**src/rtl/cordic_rr_scheduler.sv**
```systemverilog
// Round-robin front end sharing one free-running CORDIC sin/cos pipeline between N_CH requesters.
// A tag shift register follows each sample through the pipe; per-channel credits cap in-flight samples.
module cordic_rr_scheduler #(
  parameter int N_CH         = 4,
  parameter int ARG_WIDTH    = 16,
  parameter int DAT_WIDTH    = 14,
  parameter int CORDIC_LAT   = 15,
  parameter int MAX_INFLIGHT = 4
) (
  input  logic                      clk,
  input  logic                      rst_n,
  input  logic [N_CH-1:0]           req,
  input  logic [N_CH*ARG_WIDTH-1:0] arg_in,
  output logic [N_CH-1:0]           gnt,
  output logic [ARG_WIDTH-1:0]      cordic_arg,
  input  logic [DAT_WIDTH-1:0]      cordic_re,
  input  logic [DAT_WIDTH-1:0]      cordic_im,
  output logic                      res_valid,
  output logic [$clog2(N_CH)-1:0]   res_ch,
  output logic [DAT_WIDTH-1:0]      res_re,
  output logic [DAT_WIDTH-1:0]      res_im,
  output logic                      busy
);

  localparam int CW    = $clog2(N_CH);
  localparam int CNT_W = $clog2(MAX_INFLIGHT + 1);
  localparam int TAGS  = CORDIC_LAT + 1;

  logic [CW-1:0]        rr_ptr_q, rr_ptr_d;
  logic [CNT_W-1:0]     cnt_q [N_CH];
  logic [CNT_W-1:0]     cnt_d [N_CH];
  logic [TAGS-1:0]      tag_v_q;
  logic [CW-1:0]        tag_ch_q [TAGS];
  logic [ARG_WIDTH-1:0] cordic_arg_q;
  logic                 res_valid_q;
  logic [CW-1:0]        res_ch_q;
  logic [DAT_WIDTH-1:0] res_re_q, res_im_q;

  logic [N_CH-1:0]      eligible;
  logic                 found;
  logic [CW-1:0]        gnt_idx;
  logic                 ret_v;
  logic [CW-1:0]        ret_ch;

  assign ret_v  = tag_v_q[TAGS-1];
  assign ret_ch = tag_ch_q[TAGS-1];

  always_comb begin
    eligible = '0;
    for (int unsigned i = 0; i < N_CH; i++) begin
      eligible[i] = req[i] && (cnt_q[i] < CNT_W'(MAX_INFLIGHT));
    end
  end

  // Search starts at rr_ptr and wraps; the first eligible channel wins.
  always_comb begin : arb
    int unsigned idx;
    gnt     = '0;
    gnt_idx = '0;
    found   = 1'b0;
    idx     = 0;
    for (int unsigned k = 0; k < N_CH; k++) begin
      idx = 32'(rr_ptr_q) + k;
      if (idx >= N_CH) idx = idx - N_CH;
      if (!found && eligible[idx]) begin
        found      = 1'b1;
        gnt[idx]   = 1'b1;
        gnt_idx    = CW'(idx);
      end
    end
  end

  always_comb begin
    rr_ptr_d = rr_ptr_q;
    if (found) begin
      rr_ptr_d = (gnt_idx == CW'(N_CH - 1)) ? '0 : gnt_idx + CW'(1);
    end
  end

  // A same-cycle grant and retire for one channel cancel out.
  always_comb begin
    for (int unsigned i = 0; i < N_CH; i++) begin
      cnt_d[i] = cnt_q[i];
      if (gnt[i] && !(ret_v && ret_ch == CW'(i))) begin
        cnt_d[i] = cnt_q[i] + CNT_W'(1);
      end else if (!gnt[i] && ret_v && ret_ch == CW'(i)) begin
        cnt_d[i] = cnt_q[i] - CNT_W'(1);
      end
    end
  end

  always_ff @(posedge clk or negedge rst_n) begin
    if (!rst_n) begin
      rr_ptr_q     <= '0;
      cordic_arg_q <= '0;
      tag_v_q      <= '0;
      res_valid_q  <= 1'b0;
      res_ch_q     <= '0;
      res_re_q     <= '0;
      res_im_q     <= '0;
      for (int unsigned i = 0; i < N_CH; i++) cnt_q[i] <= '0;
      for (int unsigned j = 0; j < TAGS; j++) tag_ch_q[j] <= '0;
    end else begin
      rr_ptr_q <= rr_ptr_d;
      for (int unsigned i = 0; i < N_CH; i++) cnt_q[i] <= cnt_d[i];
      if (found) cordic_arg_q <= arg_in[gnt_idx*ARG_WIDTH +: ARG_WIDTH];
      tag_v_q     <= {tag_v_q[TAGS-2:0], found};
      tag_ch_q[0] <= gnt_idx;
      for (int unsigned j = 1; j < TAGS; j++) tag_ch_q[j] <= tag_ch_q[j-1];
      res_valid_q <= ret_v;
      if (ret_v) begin
        res_ch_q <= ret_ch;
        res_re_q <= cordic_re;
        res_im_q <= cordic_im;
      end
    end
  end

  assign cordic_arg = cordic_arg_q;
  assign res_valid  = res_valid_q;
  assign res_ch     = res_ch_q;
  assign res_re     = res_re_q;
  assign res_im     = res_im_q;
  assign busy       = (|tag_v_q) | res_valid_q;

endmodule

```
**config.mk**
```make
export PLATFORM = sky130hd
export DESIGN_NAME = cordic_rr_scheduler
export DESIGN_NICKNAME = d
export VERILOG_FILES = /design/src/rtl/cordic_rr_scheduler.sv
export SDC_FILE = /design/constraint.sdc
export NUM_CORES = 1
export LEC_CHECK = 0
export BUFFER_PORTS_ARGS = -buffer_cell sky130_fd_sc_hd__buf_2
export CORE_MARGIN = 3
export CORE_UTILIZATION = 45
export CTS_CLUSTER_DIAMETER = 30
export DETAILED_ROUTE_END_ITERATION = 7
export PLACE_DENSITY = 0.69
export SLEW_MARGIN = 25
export SYNTH_ARGS = -nofsm -noshare
export SYNTH_HDL_FRONTEND = slang
export SYNTH_SLANG_ARGS = --single-unit
```
**constraint.sdc**
```tcl
create_clock -name clk -period 4.3 [get_ports clk]
set_clock_uncertainty 0.05 [all_clocks]
set_input_delay 0.215 -clock clk [delete_from_list [all_inputs] [get_ports clk]]
set_output_delay 0.215 -clock clk [all_outputs]
set_load 0.1 [all_outputs]
```
* After elaboration in Yosys (flattened, before gate mapping)
Index checks and enable logic that the tools add are counted.
** Storage, ports and cells
- Input bits :: 98
- Output and inout bits :: 52
- Register bits after elaboration :: 109
** Operators by class
- Shift-type cells :: 1
- Order comparisons :: 16
- Equal/unequal tests :: 4
- Mux-type cells :: 41
- Add/sub/neg operators :: 16
- Bitwise operators :: 4
- Reduce and logical (&&, ||, !) cells :: 44
** Operator list (number)
- $ge 32x1->1 const B :: 4
- $lt 32x3->1 const B :: 4
- $mux 32 :: 4
- $shiftx 64x7->16 :: 1
- $logic_and 1x1->1 :: 27
- $mux 3 :: 8
- $mux 4 :: 4
- $reduce_or 16->1 :: 1
- $add 3x1->3 const B :: 4
- $lt 3x3->1 const B :: 4
- $mux 1 :: 12
- $or 4x4->4 :: 3
- $sub 3x1->3 const B :: 4
- $sub 3x3->4 const B :: 3
- $logic_not 1->1 :: 11
- $mux 2 :: 5
- $ge 3x3->1 const B :: 3
- $bmux 1 s2 :: 4
- $demux 1 s2 :: 4
- $reduce_bool 2->1 :: 4
- $add 2x2->3 const B :: 2
- $eq 2x2->1 const B :: 3
- $sub 2x3->4 const B :: 1
- $add 2x1->3 const B :: 1
- other kinds (5) :: 5

* Depth between registers and ports, before layout
- Depth after elaboration :: 19
- Depth in mapped cells :: 13

* Worst setup path before layout
Ideal clock, no wire load.
- Path kind :: reg2reg
- Start :: register with a tool-made name
- End :: register cnt_q[11] (netlist name)
- Data required time :: 4.171 ns
- Stages on the path, launching flop included :: 14
- Arrival time :: 3.577 ns
- Slack :: 0.594 ns
- Library setup time :: 0.079 ns
- Path through :: dfrtp_1 > clkbuf_8 > inv_2 > ha_1 > clkbuf_1 > mux4_2 > nor2_1 > a22o_1 > a221o_2 > nand2_1 > fa_1 > or2_2 > mux2i_1 > xor2_1
** RTL lines
- to (decl) :: RTL line 30 : logic [CNT_W-1:0] cnt_q [N_CH];

==> flow_summary.toml <==
[synth]
synthCells = 391
ys_async_sr_fraction_pct = 100
ys.flop_type = "dfrtp_1"
synthTopCellsByCount = "dfrtp_1 (109), nor2_1 (44), mux2_2 (29)"
synth_seq_area_share_pct = 56.3
ys_top_cells_by_area = "dfrtp_1 (56%), mux2_2 (6.7%), nor2_1 (3.4%)"
netlist_area_um2 = 4850
synth_most_common_cell = "dfrtp_1"
yosys_warnings = 0
ys_types = 51
syn_area_per_cell_um2 = 12.4
synth.net_count = 501
synth_edf_count = 0
netlist.area_leader.share_pct = 56.3
synth_area_leader_cell = "dfrtp_1"
synth-seq-cells = 109

[placement]
routabilityCongestion = 0.855
pre_cts_slack_ns = 0.508
io_buffer_count = 149
hpwlAfterDp_um = 6850

[sta]
drv_slew = 0
period_needed_ns = 3.82
setup_tns_ns = 0
worst_pin_slew_ns = 0.863
hold_violations = 0
grt_setup_unrepaired = "false"
fin_crit_sh_pct = 88.8
setup_violations = 0
max_freq_mhz = 262
slew_headroom_pct = 42.4
setup_slack_ns = 0.480

[cells_and_area]
multi_input_area_um2 = 1940
drive_above_1_share_pct = 41.4
insertedDiodeCount = 0
register_area_um2 = 2730
syn2layout_area_growth_pct = 21.9
fin_nets = 644
nFillCells = 890

[cts]
cts-htree-levels = 3
worst_skew_pair.late_latency_ns = 0.36
post_cts_buffers = 0
cts.reportedPaths.clkPinSlew_ns = 0.11
cts_buffer_depth = 2
cts_sinks = 109
cts_tree = "done"
clock-root-buffer = "clkbuf_8"
cts_buffers = 9

[route]
first_pass_iters = 4
drc = 0
wl_um = 9450
via_per_inst = 5.17
ant_nets = 0
via_count = 3487
routedWlPerCell_um = 14.0
drt_iter0_markers = 166

[worst_setup_path]
path_max_fanout = 15
crit_path_start_kind = "register"
worstSetupEndpoint = "cnt_q[11]"
cp.arrival_ns = 4.06
ff2ff_path_depth = 12
end_kind = "register"
r2r-end = "cnt_q[11]"
worstPathRequired_ns = 4.54
path_class = "reg -> reg"
rrSetupSlack_ns = 0.48

[grt]
antenna_found_initial = 0
grt.overflow.total = 0
grt_max_degree = 63
track_usage_pct = 16.0
grt_pass1_vias = 3345
grt_pass1_wl_um = 15400

[die]
die_w_um = 110
initial_core_util_pct = 46.5
ios = 150
placementRows = 37
die_h_um = 110
core_area_um2 = 10400
dieArea_um2 = 12100

[job]
maxCapViolCount = 0

[outcome]
status = "finished clean"

[worst_hold_path]
hp-class = "in -> reg"
==> layout by cell type (no fill, tap or decap), types with 3 or more instances in the layout <==
cell type	n
nor2_1	44
nor4_1	3
inv_8	3
clkbuf_8	9
a311o_1	15
nand2b_1	5
xnor2_1	4
mux2i_1	5
a22o_1	4
dfrtp_1	109
o21ai_0	3
nor2b_1	4
mux2_2	29
xor2_1	5
o211ai_1	15
a21oi_2	3
buf_2	148
or4_1	3
xnor2_2	3
mux2_4	4
inv_1	17
buf_4	5
ha_1	8
a21oi_1	20
nor3_1	3
nand3b_1	16
a221o_2	4
nand2_1	9
fa_1	4
==> registers in the layout (all words and copies together) (netlist names), named ones only <==
| signal | count |
|---|---|
| tag_ch_q | 30 |
| cnt_q | 12 |
| cordic_arg | 16 |
| ret_ch | 2 |
| tag_v_q | 16 |
| res_valid | 1 |
| rr_ptr_q | 1 |
| res_ch | 2 |
| res_re | 14 |
| res_im | 14 |
==> worst min-delay path by stage <==
| stage | start | endpoint | slack [ns] | depth (start not counted) |
|---|---|---|---|---|
| after CTS | cordic_im[7] | res_im[7] | 0.0002 | 2 |
| final | cordic_im[3] | res_im[3] | 0.02 | 2 |
| after global placement | rst_n | res_re[8] | 0.27 | 1 |
| after global routing | cordic_im[1] | res_im[1] | 0.004 | 2 |
| after floorplan | rst_n | async pin | -0.13 | 0 |
| after detailed placement | rst_n | res_re[8] | 0.29 | 1 |
==> repair_timing <==
item                      4_1_cts  5_1_grt
hold endpoints to repair       61        1
hold buffers                    1        1
resized for setup               0        0
==> worst max-delay path, cell delays in order (launching register included) <==
cell	delay (ns)
dfrtp_1	0.66
inv_2	0.20
ha_1	0.55
nand2_1	0.16
or4_1	0.43
o2111a_1	0.16
a21oi_2	0.21
a221o_2	0.26
nand2_1	0.09
fa_1	0.37
or2_2	0.30
mux2i_1	0.16
xor2_1	0.15
==> cell families after synthesis <==
family / synth area share (%)
flip-flops: 56.3
XOR/XNOR: 2.97
AO/OA/AOI/OAI: 12.4
buffers and inverters: 4.21
multiplexers: 10.2
adder cells (fa/ha/maj): 3.72
AND/OR/NAND/NOR: 10.3
==> per-layer routing <==
metal / track usage, % / vias up / share of wire (%)
li1: - / 1675 / -
met1: 21.3 / 1695 / 44
met2: 25.8 / 110 / 49
met3: 4.64 / 7 / 6.5
met4: 3.83 / 0 / 1.0
met5: 0 / - / 0
==> final cells by class <==
type                            count  area share, %
Clock buffer                        9           2.10
Clock inverter                      7           1.40
Tap cell                          136           2.88
Inverter                           19           1.21
Timing Repair Buffer              155           13.5
Sequential cell                   109           46.2
Multi-Input combinational cell    240           32.8
==> through the flow <==
| stage | util, % | instance area [µm²] | instances | hold WS (ns) |
|---|---|---|---|---|
| 2_1_floorplan | - | 4850 | 391 | -0.131 |
| 3_3_place_gp | 54.6 | 5680 | 657 | 0.275 |
| 3_5_place_dp | 54.6 | 5680 | 657 | 0.286 |
| 4_1_cts | 56.6 | 5900 | 674 | 0.000183 |
| 5_1_grt | 56.7 | 5910 | 675 | 0.00439 |
| 6_report | 56.7 | 5910 | 675 | 0.0224 |
Power is left out: the tool's default activity adds up to more than one toggle a clock period on the data nets, which glitch-free logic cannot reach.
